$ cat src/rtl/store_pkg.sv
// Shared store-size encodings, error codes and FSM states for the store path.
// STORE_MISALIGN_SPLIT_EN adds the second (high-word) request phase.
package store_pkg;

    localparam logic [1:0] ST_W = 2'b00;
    localparam logic [1:0] ST_H = 2'b01;
    localparam logic [1:0] ST_B = 2'b10;

    localparam logic [1:0] ERR_MIS = 2'b01;
    localparam logic [1:0] ERR_ILL = 2'b10;
    localparam logic [1:0] ERR_TMO = 2'b11;

    // S_REQ doubles as the low-word phase when split stores are enabled
    typedef enum logic [2:0] {
        S_IDLE,
        S_REQ,
`ifdef STORE_MISALIGN_SPLIT_EN
        S_REQ_HI,
`endif
        S_DONE,
        S_ERR
    } state_e;

endpackage

$ cat src/rtl/store_lane_gen.sv
// Combinational lane steering: size/offset/data -> byte strobes, write data, fault flags.
// With STORE_MISALIGN_SPLIT_EN, also yields the strobes spilling into the next word.
module store_lane_gen
    import store_pkg::*;
(
    input  logic [1:0]  sel_i,
    input  logic [1:0]  off_i,
    input  logic [31:0] data_i,
    output logic [3:0]  wstrb_o,
`ifdef STORE_MISALIGN_SPLIT_EN
    output logic [3:0]  wstrb_hi_o,
`endif
    output logic [31:0] wdata_o,
    output logic        misalign_o,
    output logic        illegal_o
);

    logic [3:0] base;
`ifdef STORE_MISALIGN_SPLIT_EN
    logic [7:0] span;
    logic [5:0] sh;
`endif

    always_comb begin
        base    = '0;
        wdata_o = '0;
        case (sel_i)
            ST_W: begin base = 4'b1111; wdata_o = data_i;               end
            ST_H: begin base = 4'b0011; wdata_o = {2{data_i[15:0]}};    end
            ST_B: begin base = 4'b0001; wdata_o = {4{data_i[7:0]}};     end
            default: ;
        endcase
        illegal_o  = (sel_i == 2'b11);
        misalign_o = ((sel_i == ST_H) && off_i[0]) || ((sel_i == ST_W) && (off_i != 2'b00));
`ifdef STORE_MISALIGN_SPLIT_EN
        span       = {4'b0000, base} << off_i;
        wstrb_o    = span[3:0];
        wstrb_hi_o = span[7:4];
        sh         = {1'b0, off_i, 3'b000};
        // rotated data serves both words: low lanes land in the high word
        if (misalign_o)
            wdata_o = (data_i << sh) | (data_i >> (6'd32 - sh));
`else
        wstrb_o    = base << off_i;
`endif
    end

endmodule

$ cat src/rtl/store_unit.sv
// Store unit: accepts S-type stores, issues a byte-strobed word write with req/ack.
// Define STORE_MISALIGN_SPLIT_EN to execute misaligned stores as two word writes.
module store_unit
    import store_pkg::*;
#(
    parameter int ADDR_W      = 32,
    parameter int TIMEOUT_CYC = 255,
    parameter int CNT_W       = 8
) (
    input  logic              clk,
    input  logic              rst,
    input  logic              st_valid,
    output logic              st_ready,
    input  logic [1:0]        st_sel,
    input  logic [ADDR_W-1:0] st_addr,
    input  logic [31:0]       st_data,
    output logic              st_done,
    output logic              st_err,
    output logic [1:0]        st_err_code,
    output logic              mem_req,
    output logic [ADDR_W-1:0] mem_addr,
    output logic [31:0]       mem_wdata,
    output logic [3:0]        mem_wstrb,
    input  logic              mem_ack
);

    localparam logic [CNT_W-1:0] TMO_LAST = CNT_W'(TIMEOUT_CYC - 1);

    state_e            state_q, state_d;
    logic [CNT_W-1:0]  cnt_q, cnt_d;
    logic [ADDR_W-1:0] addr_q, addr_d;
    logic [31:0]       wdata_q, wdata_d;
    logic [3:0]        wstrb_q, wstrb_d;
    logic [1:0]        code_q, code_d;
`ifdef STORE_MISALIGN_SPLIT_EN
    logic [3:0]        hi_q, hi_d;
    logic [3:0]        lg_wstrb_hi;
`endif

    logic [3:0]  lg_wstrb;
    logic [31:0] lg_wdata;
    logic        lg_mis, lg_ill, trap_mis, timeout;

    store_lane_gen u_lane (
        .sel_i      (st_sel),
        .off_i      (st_addr[1:0]),
        .data_i     (st_data),
        .wstrb_o    (lg_wstrb),
`ifdef STORE_MISALIGN_SPLIT_EN
        .wstrb_hi_o (lg_wstrb_hi),
`endif
        .wdata_o    (lg_wdata),
        .misalign_o (lg_mis),
        .illegal_o  (lg_ill)
    );

`ifdef STORE_MISALIGN_SPLIT_EN
    assign trap_mis = 1'b0;
`else
    assign trap_mis = lg_mis;
`endif

    assign timeout = (TIMEOUT_CYC != 0) && (cnt_q == TMO_LAST);

    always_comb begin
        state_d = state_q;
        cnt_d   = cnt_q;
        addr_d  = addr_q;
        wdata_d = wdata_q;
        wstrb_d = wstrb_q;
        code_d  = code_q;
`ifdef STORE_MISALIGN_SPLIT_EN
        hi_d    = hi_q;
`endif
        case (state_q)
            S_IDLE: begin
                if (st_valid) begin
                    if (lg_ill) begin
                        code_d  = ERR_ILL;
                        state_d = S_ERR;
                    end else if (trap_mis) begin
                        code_d  = ERR_MIS;
                        state_d = S_ERR;
                    end else begin
                        addr_d  = {st_addr[ADDR_W-1:2], 2'b00};
                        wdata_d = lg_wdata;
                        wstrb_d = lg_wstrb;
                        cnt_d   = '0;
`ifdef STORE_MISALIGN_SPLIT_EN
                        hi_d    = lg_wstrb_hi;
`endif
                        state_d = S_REQ;
                    end
                end
            end
            S_REQ: begin
                // ack beats a simultaneous timeout
                if (mem_ack) begin
                    state_d = S_DONE;
`ifdef STORE_MISALIGN_SPLIT_EN
                    if (hi_q != 4'b0000) begin
                        addr_d  = addr_q + ADDR_W'(4);
                        wstrb_d = hi_q;
                        cnt_d   = '0;
                        state_d = S_REQ_HI;
                    end
`endif
                end else if (timeout) begin
                    code_d  = ERR_TMO;
                    state_d = S_ERR;
                end else begin
                    cnt_d = cnt_q + 1'b1;
                end
            end
`ifdef STORE_MISALIGN_SPLIT_EN
            S_REQ_HI: begin
                if (mem_ack) begin
                    state_d = S_DONE;
                end else if (timeout) begin
                    code_d  = ERR_TMO;
                    state_d = S_ERR;
                end else begin
                    cnt_d = cnt_q + 1'b1;
                end
            end
`endif
            S_DONE:  state_d = S_IDLE;
            S_ERR:   state_d = S_IDLE;
            default: state_d = S_IDLE;
        endcase
    end

    always_ff @(posedge clk) begin
        if (rst) begin
            state_q <= S_IDLE;
            cnt_q   <= '0;
            addr_q  <= '0;
            wdata_q <= '0;
            wstrb_q <= '0;
            code_q  <= '0;
`ifdef STORE_MISALIGN_SPLIT_EN
            hi_q    <= '0;
`endif
        end else begin
            state_q <= state_d;
            cnt_q   <= cnt_d;
            addr_q  <= addr_d;
            wdata_q <= wdata_d;
            wstrb_q <= wstrb_d;
            code_q  <= code_d;
`ifdef STORE_MISALIGN_SPLIT_EN
            hi_q    <= hi_d;
`endif
        end
    end

`ifdef STORE_MISALIGN_SPLIT_EN
    assign mem_req = (state_q == S_REQ) || (state_q == S_REQ_HI);
`else
    assign mem_req = (state_q == S_REQ);
`endif
    assign st_ready    = (state_q == S_IDLE);
    assign st_done     = (state_q == S_DONE);
    assign st_err      = (state_q == S_ERR);
    assign st_err_code = (state_q == S_ERR) ? code_q : 2'b00;
    assign mem_addr    = addr_q;
    assign mem_wdata   = wdata_q;
    assign mem_wstrb   = mem_req ? wstrb_q : 4'b0000;

endmodule

$ cat config.mk
export PLATFORM = sky130hd
export DESIGN_NAME = store_unit
export DESIGN_NICKNAME = d
export VERILOG_FILES = /design/src/rtl/store_pkg.sv /design/src/rtl/store_lane_gen.sv /design/src/rtl/store_unit.sv
export SDC_FILE = /design/constraint.sdc
export NUM_CORES = 1
export LEC_CHECK = 0
export BUFFER_PORTS_ARGS = -buffer_cell sky130_fd_sc_hd__buf_2
export CORE_MARGIN = 2
export CORE_UTILIZATION = 25
export DETAILED_ROUTE_END_ITERATION = 10
export GPL_TIMING_DRIVEN = 1
export PLACE_DENSITY_LB_ADDON = 0.15
export SLEW_MARGIN = 0
export SYNTH_ARGS = -nofsm -noshare
export SYNTH_HDL_FRONTEND = slang
export SYNTH_SLANG_ARGS = --single-unit
$ cat constraint.sdc
create_clock -name clk -period 1.3 [get_ports clk]
set_input_delay 0.26 -clock clk [delete_from_list [all_inputs] [get_ports clk]]
set_output_delay 0.26 -clock clk [all_outputs]
set_load 0.005 [all_outputs]
-- After elaboration in Yosys (flattened, before gate mapping)
Index checks and enable logic that the tools add are counted.
- register bits after elaboration: 79
- latch bits: 0
- RAM bits: 0
- memory bits (read-only): 0
- input bits: 70
- output and inout port bits: 74
- logic and storage cells: 58
- memories kept: 0
- add/sub/neg operators: 1
- multiply operators: 0
- divide/modulo/power cells: 0
- magnitude comparators: 0
- eq/ne operators: 15
- shift operators: 1
- muxes and demuxes: 22
- bitwise operators: 2
- reductions and logical operators: 11
- operator list (kind ; count):
    one-hot mux 32 bit (3 select lines) ; 1
    2-to-1 mux 8 bit ; 5
    2-to-1 mux 2 bit ; 8
    one-hot mux 8 bit (2 select lines) ; 1
    one-hot mux 4 bit (3 select lines) ; 1
    != test 2 bit, second input constant ; 5
    2-to-1 mux 3 bit ; 3
    adder 8 x 1 -> 8 bit, second input constant ; 1
    == test 8 bit, second input constant ; 1
    == test 3 x 2 -> 1 bit, second input constant ; 2
    != test 3 x 1 -> 1 bit, second input constant ; 2
    one-hot mux 3 bit (2 select lines) ; 1
    AND reduction 6 bit ; 1
    AND reduction 5 bit ; 1
    == test 2 bit, second input constant ; 2
    2-to-1 mux 4 bit ; 1
    one-hot mux 2 bit (2 select lines) ; 1
    AND reduction 4 bit ; 1
    nonzero test 2 bit ; 2
    << shifter 4 x 2 -> 4 bit ; 1
    == test 3 x 1 -> 1 bit, second input constant ; 1
    logical NOT 3 bit ; 1
    == test 2 x 1 -> 1 bit, second input constant ; 1
    logical AND 1 bit ; 2
    other kinds (5) ; 6

-- Logic depth before layout (Yosys ltp)
Gate-level depths: netlist of the first run.
- depth in word-level cells: 7
- gate-level depth with buffers: 7
- depth with buffers taken out: 6

-- Hierarchy
Synthesis of the first run repeated with hierarchy kept, for this count alone.
- cells, all modules: 459
- area total of the unflattened synthesis: 3563.4 um^2
- by module, submodules not included (module ; times used ; cells each ; area each (um^2) ; sequential area each (um^2)):
    store_unit ; 1 ; 375 ; 2996.6 ; 1561.5
    store_lane_gen ; 1 ; 84 ; 566.8 ; 0.0

-- Worst setup path before layout of the first run
Ideal clock, no wire load.
- path type: flip-flop to flip-flop
- start point: register state_q[1]
- end point: register cnt_q[5]
- library setup time: 0.073 ns
- arrival: 1.350 ns
- required time: 1.227 ns
- slack: -0.123 ns
- stages on the path, launching flop included: 6
- path buffers: 1
- period minus slack after synthesis: 1.423 ns
- path through: dfxtp_1 buf_6 nor4b_4 o21ai_2 or4_1 o211ai_2
- longest elaborated chain between the ends: 3
- elaborated cells between the ends (all ways): 10
- classes of those cells: eq/ne: 6; mux: 1; reduce/logical: 3
- ends and longest elaborated chain (what ; line ; text):
    start, declared ; store_unit.sv:29 ; state_e state_q, state_d;
    start signal, assigned ; store_unit.sv:145 ; state_q <= state_d;
    == test 3 x 1 -> 1 bit or logical NOT 3 bit (tied branches) ; store_unit.sv:75 ; case (state_q)
    != test 2 bit (no source line) or nonzero test 2 bit (tied branches) ; - ;
    AND reduction 6 bit (no source line) ; - ;
    end signal, assigned ; store_unit.sv:146 ; cnt_q <= cnt_d;
    end, declared ; store_unit.sv:30 ; logic [CNT_W-1:0] cnt_q, cnt_d;
Several ways; a longest one is shown, not always the timed one.
A chain may end at the register's enable or synchronous reset.

-- Final worst setup path of the first run
- start point: register state_q[1]
- end point: output port mem_wstrb[2]
- longest elaborated chain between the ends: 2
- ends and longest elaborated chain (what ; line ; text):
    == test 3 x 1 -> 1 bit ; store_unit.sv:160 ; assign mem_req = (state_q == S_REQ);
    2-to-1 mux 4 bit ; store_unit.sv:168 ; assign mem_wstrb = mem_req ? wstrb_q : 4'b0000;
    end, declared ; store_unit.sv:23 ; output logic [3:0] mem_wstrb,
Every way passes these cells.

==> impl_results.html, run 1 <==
<table>
<tr><th>Metric</th><th>Value</th></tr>
<tr><th colspan="2">Floorplan</th></tr>
<tr><td>Number of I/O pins</td><td>144</td></tr>
<tr><td>Initial core utilization</td><td>0.256</td></tr>
<tr><td>Core Area</td><td>13900 um2</td></tr>
<tr><td>Placement row count</td><td>43</td></tr>
<tr><td>Die Y-Extent</td><td>123 um</td></tr>
<tr><td>Total die area</td><td>15200 um2</td></tr>
<tr><td>Horizontal extent of the die</td><td>123 um</td></tr>
<tr><th colspan="2">Detailed routing</th></tr>
<tr><td>Total iterations of the first detailed-routing run</td><td>4</td></tr>
<tr><td>DRC violations left</td><td>0</td></tr>
<tr><td>Wirelength, routed</td><td>13000 um</td></tr>
<tr><td>Remaining antenna violation count after routing</td><td>0</td></tr>
<tr><td>Wire length on met1</td><td>6130 um</td></tr>
<tr><td>Post-DR wirelength/cell</td><td>15.9 um</td></tr>
<tr><td>Sum of met3 wire segment lengths after detailed routing</td><td>637 um</td></tr>
<tr><td>Uppermost routed layer</td><td>met4</td></tr>
<tr><td>Routed length on met2</td><td>6010 um</td></tr>
<tr><td>Total via count in the routed design</td><td>3829</td></tr>
<tr><td>Vias per Instance</td><td>4.66</td></tr>
<tr><td>First-iteration detailed-routing DRC count</td><td>142</td></tr>
<tr><th colspan="2">Clocking</th></tr>
<tr><td>Clock latency on the worst-skew pair</td><td>0.34 ns</td></tr>
<tr><td>Register clock-pin slew on the reported worst setup and hold paths</td><td>0.06 ns</td></tr>
<tr><td>Num Clock Sinks</td><td>78</td></tr>
<tr><td>Root Driver</td><td>clkbuf_16</td></tr>
<tr><td>Hold buffer count at cts</td><td>0</td></tr>
<tr><td>Maximum count of clock buffers along a single path</td><td>2</td></tr>
<tr><td>TritonCTS buffer count</td><td>9</td></tr>
<tr><td>Number of H-tree levels</td><td>3</td></tr>
<tr><td>CTS tree</td><td>done</td></tr>
<tr><th colspan="2">Synthesis</th></tr>
<tr><td>Most used flip-flop cell after synthesis</td><td>dfxtp_1</td></tr>
<tr><td>Combinational family with the most area after synthesis</td><td>simple AND/OR/NAND/NOR gates</td></tr>
<tr><td>Synth async-reset ratio</td><td>0</td></tr>
<tr><td>Distinct cell type count after synthesis</td><td>49</td></tr>
<tr><td>Dominant cell type by area after synthesis</td><td>dfxtp_1</td></tr>
<tr><td>Leading cell types by total area after synthesis</td><td>dfxtp_1, nand2_1, a21oi_1</td></tr>
<tr><td>Synth top area share</td><td>0.439</td></tr>
<tr><td>Area share of and/or/nand/nor cells after synthesis</td><td>0.242</td></tr>
<tr><td>Yosys warnings</td><td>0</td></tr>
<tr><td>Synthesized flop and latch total</td><td>78</td></tr>
<tr><td>Fraction of the yosys area taken by sequential cells</td><td>0.439</td></tr>
<tr><td>Area fraction in compound gates after synthesis</td><td>0.183</td></tr>
<tr><td>Multiplexer fraction of the synthesized cell area</td><td>0.0517</td></tr>
<tr><td>Synth Area in Adders</td><td>0.00703</td></tr>
<tr><td>Netlist area before placement</td><td>3560 um2</td></tr>
<tr><td>Mean cell area of the mapped netlist</td><td>8.13 um2</td></tr>
<tr><td>Share of the synthesized netlist area taken by xor and xnor gates</td><td>0.00246</td></tr>
<tr><td>Number of flops mapped to enable cells by yosys</td><td>0</td></tr>
<tr><td>Synthesized instance count</td><td>438</td></tr>
<tr><th colspan="2">GRT</th></tr>
<tr><td>Pin count of the biggest net entering global routing</td><td>48</td></tr>
<tr><td>Antenna violations before repair</td><td>0</td></tr>
<tr><td>Vias in the first global route</td><td>3302</td></tr>
<tr><td>GRT Residual Overflow</td><td>0</td></tr>
<tr><td>Total GRT Usage</td><td>0.143</td></tr>
<tr><td>Wire length of the first global-routing pass</td><td>16800 um</td></tr>
<tr><th colspan="2">Worst setup path</th></tr>
<tr><td>Cell mode on critical path</td><td>buf_6</td></tr>
<tr><td>Critical Path Source</td><td>state_q[1]</td></tr>
<tr><td>Number of cells traversed by the worst register-to-register path</td><td>7</td></tr>
<tr><td>Worst path max stage delay</td><td>0.37 ns</td></tr>
<tr><td>Worst-path cell chain</td><td>buf_6 -&gt; nor2_4 -&gt; buf_6 -&gt; and2_4 -&gt; buf_6</td></tr>
<tr><td>Crit Path Category</td><td>reg -&gt; out</td></tr>
<tr><td>Critical path's slowest cell</td><td>dfxtp_4</td></tr>
<tr><td>Critical Path End Type</td><td>primary output</td></tr>
<tr><td>Required time of the critical path</td><td>1.04 ns</td></tr>
<tr><td>Crit Reg-Reg Startpoint</td><td>state_q[0]</td></tr>
<tr><td>Worst EP arrival</td><td>1.27 ns</td></tr>
<tr><td>Highest net fanout along the worst path</td><td>6</td></tr>
<tr><td>Startpoint class of the critical path</td><td>flop</td></tr>
<tr><th colspan="2">Placed design</th></tr>
<tr><td>Routability cong.</td><td>0.795</td></tr>
<tr><td>Placed Area</td><td>4700 um2</td></tr>
<tr><td>Placed wire-length estimate</td><td>7980 um</td></tr>
<tr><td>IO buf count</td><td>141</td></tr>
<tr><th colspan="2">Timing</th></tr>
<tr><td>RSZ-0062 raised after global routing</td><td>yes</td></tr>
<tr><td>Minimum clock period</td><td>1.53 ns</td></tr>
<tr><td>Maximum achievable frequency</td><td>0.653 GHz</td></tr>
<tr><td>Least setup slack across all paths after layout</td><td>-0.231 ns</td></tr>
<tr><td>Max Transition Viols Final</td><td>0</td></tr>
<tr><td>Endpoints failing setup</td><td>84</td></tr>
<tr><td>Final period utilization</td><td>1.18</td></tr>
<tr><td>Worst hold slack across all endpoints</td><td>0.155 ns</td></tr>
<tr><td>Final clock skew</td><td>0.00674 ns</td></tr>
<tr><td>Transition time of the tightest slew-check pin</td><td>0.536 ns</td></tr>
<tr><td>Relative max-transition margin</td><td>0.641</td></tr>
<tr><td>Final Hold Vio Count</td><td>0</td></tr>
<tr><th colspan="2">Power</th></tr>
<tr><td>Static leakage</td><td>2.85 nW</td></tr>
<tr><td>Sw frac</td><td>0.274</td></tr>
<tr><td>Worst ir drop on vdd</td><td>0.571 mV</td></tr>
<tr><td>Pwr dens</td><td>1080 nW/um2</td></tr>
<tr><td>Sw power</td><td>1.90 mW</td></tr>
<tr><td>Clock share of power</td><td>0.396</td></tr>
<tr><td>Int Pwr</td><td>5.03 mW</td></tr>
<tr><td>Combinational share of power</td><td>0.225</td></tr>
<tr><td>Power share of the sequential group</td><td>0.379</td></tr>
<tr><th colspan="2">Run status</th></tr>
<tr><td>Status</td><td>complete, but fails checks</td></tr>
<tr><td>Violations in the final reports</td><td>negative setup slack</td></tr>
<tr><th colspan="2">Final layout</th></tr>
<tr><td>Core occupancy in the finished layout</td><td>0.463</td></tr>
<tr><td>Most common cell after layout, fill and taps aside</td><td>buf_2</td></tr>
<tr><td>Most used cells in the layout excluding fill and tap cells</td><td>buf_2, dfxtp_1, nand2_1</td></tr>
<tr><td>Fraction of layout cells with a size suffix above 1</td><td>0.621</td></tr>
<tr><td>Area Overhead vs Synth</td><td>80.7%</td></tr>
<tr><td>Diodes inserted</td><td>0</td></tr>
<tr><td>Finished layout cell area</td><td>6430 um2</td></tr>
<tr><td>Post-layout net count</td><td>708</td></tr>
<tr><th colspan="2">Min path</th></tr>
<tr><td>Worst hold path class</td><td>in -&gt; reg</td></tr>
<tr><td>Critical hold path startpoint</td><td>st_addr[7]</td></tr>
<tr><td>Depth of the worst hold-timing path</td><td>3</td></tr>
<tr><th colspan="2">Run</th></tr>
<tr><td>Number of max-capacitance violations reported</td><td>0</td></tr>
</table>
-- per-stage QoR --
step	worst slack [ns]	cells	TNS, ns	total power, mW
3_5_place_dp	-0.341	772	-19.57	3.64
2_1_floorplan	-0.123	439	-0.745	3.17
5_1_grt	-0.271	821	-16.83	7.25
6_report	-0.231	821	-11.19	6.93
4_1_cts	-0.226	795	-8.79	6.46
3_3_place_gp	-0.291	772	-17.73	3.63
-- power groups by stage --
stage | Sequential (mW) | Clock [mW] | Combinational, mW
2_1_floorplan | 2.65 | 0 | 0.524
6_report | 2.63 | 2.74 | 1.56
4_1_cts | 2.60 | 2.83 | 1.03
5_1_grt | 2.64 | 2.92 | 1.68
3_3_place_gp | 2.65 | 0 | 0.978
3_5_place_dp | 2.65 | 0 | 0.987
-- timing repair --
action | CTS | global route
pin swaps | 10 | 83
buffers inserted | 7 | 11
cloned | 0 | 16
resized for setup | 22 | 213
setup endpoints to repair | 85 | 86
-- flip-flops by register name, summed over array words and instances, names as in the netlist --
signal and cells:
mem_wdata 32, mem_addr 30, cnt_q 8, wstrb_q 4, code_q 2, state_q 2
-- path summary, 6_finish.rpt --
path              slack, ns      endpoint
setup / recovery      -0.23  mem_wstrb[2]
hold / removal         0.16   mem_addr[7]
setup reg to reg      -0.19      cnt_q[3]
hold reg to reg        0.45  mem_wdata[7]
-- layout make-up --
class,count,area (um2)
clock inverter,4,70.1
timing repair buffer,221,1700
multi-input combinational,314,2570
fill,1371,7450
clock buffer,12,246
sequential,78,1580
tap,180,225
inverter,12,47.5
-- synth_stat cells (all sizes together) (2+ instances only) --
master	instances
dfxtp	78
mux2i	18
a211oi	16
nand2b	6
o211ai	2
buf	25
clkbuf	10
a221oi	5
inv	12
and3	2
o21ai	12
o22ai	2
a21oi	50
nor3	23
nor2	40
o2111ai	2
a21o	4
and2	5
nor2b	6
nand2	94
nand3b	5
ha	2
nand3	4
-- cells by family after synthesis --
group	after synthesis
multiplexers	18
other	1
flip-flops	78
AO/OA/AOI/OAI	100
buffers and inverters	47
AND/OR/NAND/NOR	191
XOR/XNOR	1
adder cells (fa/ha/maj)	2
-- layer usage --
metal / vias up / track usage
li1: 1893 / -
met1: 1806 / 0.197
met2: 112 / 0.213
met3: 18 / 0.0346
met4: 0 / 0.0618
met5: - / 0
-- worst max-delay path, delay by kind of cell, from the launching register on --
family,cells,cell delay [ns]
buffers and inverters,3,0.32
and+or+nand+nor,2,0.23
DFF,1,0.37
(Power assumes the default switching activity.)
==> run 2: changes to the inputs <==
BUFFER_PORTS_ARGS = not set   (was -buffer_cell sky130_fd_sc_hd__buf_2)
CORE_ASPECT_RATIO = 1.5   (was not set)
DONT_BUFFER_PORTS = 1   (was not set)
==> impl_results.html, run 2 (synthesis results as in run 1) <==
<table>
<tr><th>Metric</th><th>Value</th></tr>
<tr><th colspan="2">Worst setup path</th></tr>
<tr><td>Critical path's slowest cell</td><td>dfxtp_4</td></tr>
<tr><td>CP top delay family</td><td>flip-flops</td></tr>
<tr><td>WP buf/inv</td><td>2</td></tr>
<tr><td>Worst-path cell chain</td><td>buf_6 -&gt; nor2_4 -&gt; buf_6 -&gt; and2_4</td></tr>
<tr><td>Crit Path Category</td><td>reg -&gt; out</td></tr>
<tr><td>CP Depth</td><td>4</td></tr>
<tr><td>Worst path max stage delay</td><td>0.37 ns</td></tr>
<tr><td>Cell mode on critical path</td><td>buf_6</td></tr>
<tr><td>Number of cells traversed by the worst register-to-register path</td><td>6</td></tr>
<tr><td>Highest net fanout along the worst path</td><td>6</td></tr>
<tr><td>Worst EP arrival</td><td>1.17 ns</td></tr>
<tr><td>Required time of the critical path</td><td>1.04 ns</td></tr>
<tr><td>Critical Path End Type</td><td>primary output</td></tr>
<tr><td>Startpoint class of the critical path</td><td>flop</td></tr>
<tr><td>Crit Reg-Reg Startpoint</td><td>state_q[0]</td></tr>
<tr><td>Critical Path Source</td><td>state_q[1]</td></tr>
<tr><th colspan="2">GRT</th></tr>
<tr><td>Total GRT Usage</td><td>0.144</td></tr>
<tr><td>GRT Residual Overflow</td><td>0</td></tr>
<tr><td>Vias in the first global route</td><td>3055</td></tr>
<tr><td>Pin count of the biggest net entering global routing</td><td>74</td></tr>
<tr><td>Antenna violations before repair</td><td>0</td></tr>
<tr><td>Met1 track demand over resource in global routing</td><td>0.157</td></tr>
<tr><td>GRT met2 Usage</td><td>0.245</td></tr>
<tr><td>Most congested layer reported by global routing</td><td>met2</td></tr>
<tr><td>Wire length of the first global-routing pass</td><td>16700 um</td></tr>
<tr><td>Met3 layer usage reported by global route</td><td>0.0571</td></tr>
<tr><th colspan="2">Clocking</th></tr>
<tr><td>Clock latency on the worst-skew pair</td><td>0.34 ns</td></tr>
<tr><td>Maximum count of clock buffers along a single path</td><td>2</td></tr>
<tr><td>Num Clock Sinks</td><td>78</td></tr>
<tr><td>TritonCTS buffer count</td><td>9</td></tr>
<tr><td>CTS tree</td><td>done</td></tr>
<tr><td>Number of H-tree levels</td><td>3</td></tr>
<tr><td>Root Driver</td><td>clkbuf_16</td></tr>
<tr><td>Register clock-pin slew on the reported worst setup and hold paths</td><td>0.07 ns</td></tr>
<tr><th colspan="2">Timing</th></tr>
<tr><td>Max Transition Viols Final</td><td>0</td></tr>
<tr><td>RSZ-0062 raised after global routing</td><td>yes</td></tr>
<tr><td>Worst hold slack across all endpoints</td><td>-0.0260 ns</td></tr>
<tr><td>Least setup slack across all paths after layout</td><td>-0.128 ns</td></tr>
<tr><td>Final clock skew</td><td>0.00993 ns</td></tr>
<tr><td>Endpoints failing setup</td><td>83</td></tr>
<tr><td>Final Hold Vio Count</td><td>4</td></tr>
<tr><td>Minimum clock period</td><td>1.43 ns</td></tr>
<tr><td>Setup total negative slack</td><td>-5.26 ns</td></tr>
<tr><td>Maximum achievable frequency</td><td>0.700 GHz</td></tr>
<tr><td>Final period utilization</td><td>1.10</td></tr>
<tr><td>Transition time of the tightest slew-check pin</td><td>0.658 ns</td></tr>
<tr><td>Relative max-transition margin</td><td>0.560</td></tr>
<tr><th colspan="2">Power</th></tr>
<tr><td>Worst ir drop on vdd</td><td>0.482 mV</td></tr>
<tr><td>Pwr dens</td><td>1360 nW/um2</td></tr>
<tr><td>Static leakage</td><td>1.74 nW</td></tr>
<tr><th colspan="2">Run</th></tr>
<tr><td>Number of max-capacitance violations reported</td><td>0</td></tr>
<tr><th colspan="2">Final layout</th></tr>
<tr><td>Fraction of layout cells with a size suffix above 1</td><td>0.329</td></tr>
<tr><td>Post-layout net count</td><td>538</td></tr>
<tr><td>Most common cell after layout, fill and taps aside</td><td>nand2_1</td></tr>
<tr><td>Area Overhead vs Synth</td><td>38.6%</td></tr>
<tr><td>Diodes inserted</td><td>0</td></tr>
<tr><td>Flip-flop count of the largest register, all copies and words added</td><td>32</td></tr>
<tr><td>Most used cells in the layout excluding fill and tap cells</td><td>nand2_1, dfxtp_1, a21oi_1</td></tr>
<tr><td>Non-filler cells, final</td><td>663</td></tr>
<tr><td>Core occupancy in the finished layout</td><td>0.352</td></tr>
<tr><th colspan="2">Detailed routing</th></tr>
<tr><td>Vias per Instance</td><td>4.78</td></tr>
<tr><td>DRC violations left</td><td>0</td></tr>
<tr><td>Total iterations of the first detailed-routing run</td><td>4</td></tr>
<tr><td>Total via count in the routed design</td><td>3167</td></tr>
<tr><td>Remaining antenna violation count after routing</td><td>0</td></tr>
<tr><td>Post-DR wirelength/cell</td><td>17.6 um</td></tr>
<tr><td>First-iteration detailed-routing DRC count</td><td>109</td></tr>
<tr><td>Wirelength, routed</td><td>11700 um</td></tr>
<tr><th colspan="2">Min path</th></tr>
<tr><td>Depth of the worst hold-timing path</td><td>1</td></tr>
<tr><td>Critical hold path startpoint</td><td>rst</td></tr>
<tr><td>Worst hold path class</td><td>in -&gt; reg</td></tr>
<tr><th colspan="2">Floorplan</th></tr>
<tr><td>Horizontal extent of the die</td><td>101 um</td></tr>
<tr><td>Die Y-Extent</td><td>150 um</td></tr>
<tr><td>Initial core utilization</td><td>0.254</td></tr>
<tr><td>Placement row count</td><td>53</td></tr>
<tr><td>Core Area</td><td>14000 um2</td></tr>
<tr><td>Total die area</td><td>15200 um2</td></tr>
<tr><td>Number of I/O pins</td><td>144</td></tr>
<tr><th colspan="2">Placed design</th></tr>
<tr><td>Routability cong.</td><td>0.732</td></tr>
<tr><td>IO buf count</td><td>0</td></tr>
<tr><td>Placed cells</td><td>634</td></tr>
<tr><td>Placed wire-length estimate</td><td>7880 um</td></tr>
<tr><th colspan="2">Run status</th></tr>
<tr><td>Status</td><td>complete, but fails checks</td></tr>
<tr><td>Violations in the final reports</td><td>negative hold slack, negative setup slack</td></tr>
</table>
## run 2: timing repair
action	4_1_cts	5_1_grt
setup buffers	3	6
cloned	0	6
endpoints found under the hold margin	61	32
endpoints found under the setup margin	85	87
pin swaps	7	14
resized for setup	30	82
## run 2: cell type report
cell class | instances | area (um2)
multi-input combinational | 314 | 2100
fill | 1469 | 9060
clock buffer | 11 | 243
sequential | 78 | 1580
inverter | 12 | 47.5
clock inverter | 5 | 129
timing repair buffer | 51 | 601
tap | 192 | 240
## run 2: report_power, final
| group | internal, mW | total (mW) | leakage [nW] | switching [mW] |
|---|---|---|---|---|
| Clock | 2.13 | 3.17 | 0.180 | 1.04 |
| Sequential | 2.53 | 2.66 | 0.639 | 0.132 |
| Combinational | 0.453 | 0.864 | 0.924 | 0.411 |
| Total | 5.11 | 6.69 | 1.74 | 1.58 |
## run 2: worst paths after layout
path	slack (ns)	end
worst max-delay path	-0.13	mem_wstrb[2]
worst min register to register	0.46	wstrb_q[1]
worst max register to register	-0.12	mem_wdata[29]
worst min-delay path	-0.03	mem_addr[25]
## run 2: per-layer routing
metal  routed length, um  up-vias  part of all wire
met5                   0        -                 0
met1                4510     1519              0.39
met4                 283        0             0.024
met2                5990       93              0.51
li1                    -     1538                 -
met3                 902       17             0.077
## run 2: per-stage QoR
stage / power, mW / setup slack (ns) / hold slack (ns) / area [um2]
final: 6.69 / -0.128 / -0.0260 / 4930
after global routing: 6.97 / -0.185 / -0.0407 / 4930
after floorplan: 3.17 / -0.123 / 0.396 / 3590
after detailed placement: 3.32 / -0.180 / 0.340 / 3950
after CTS: 6.57 / -0.162 / -0.0338 / 4450
after global placement: 3.31 / -0.158 / 0.335 / 3950
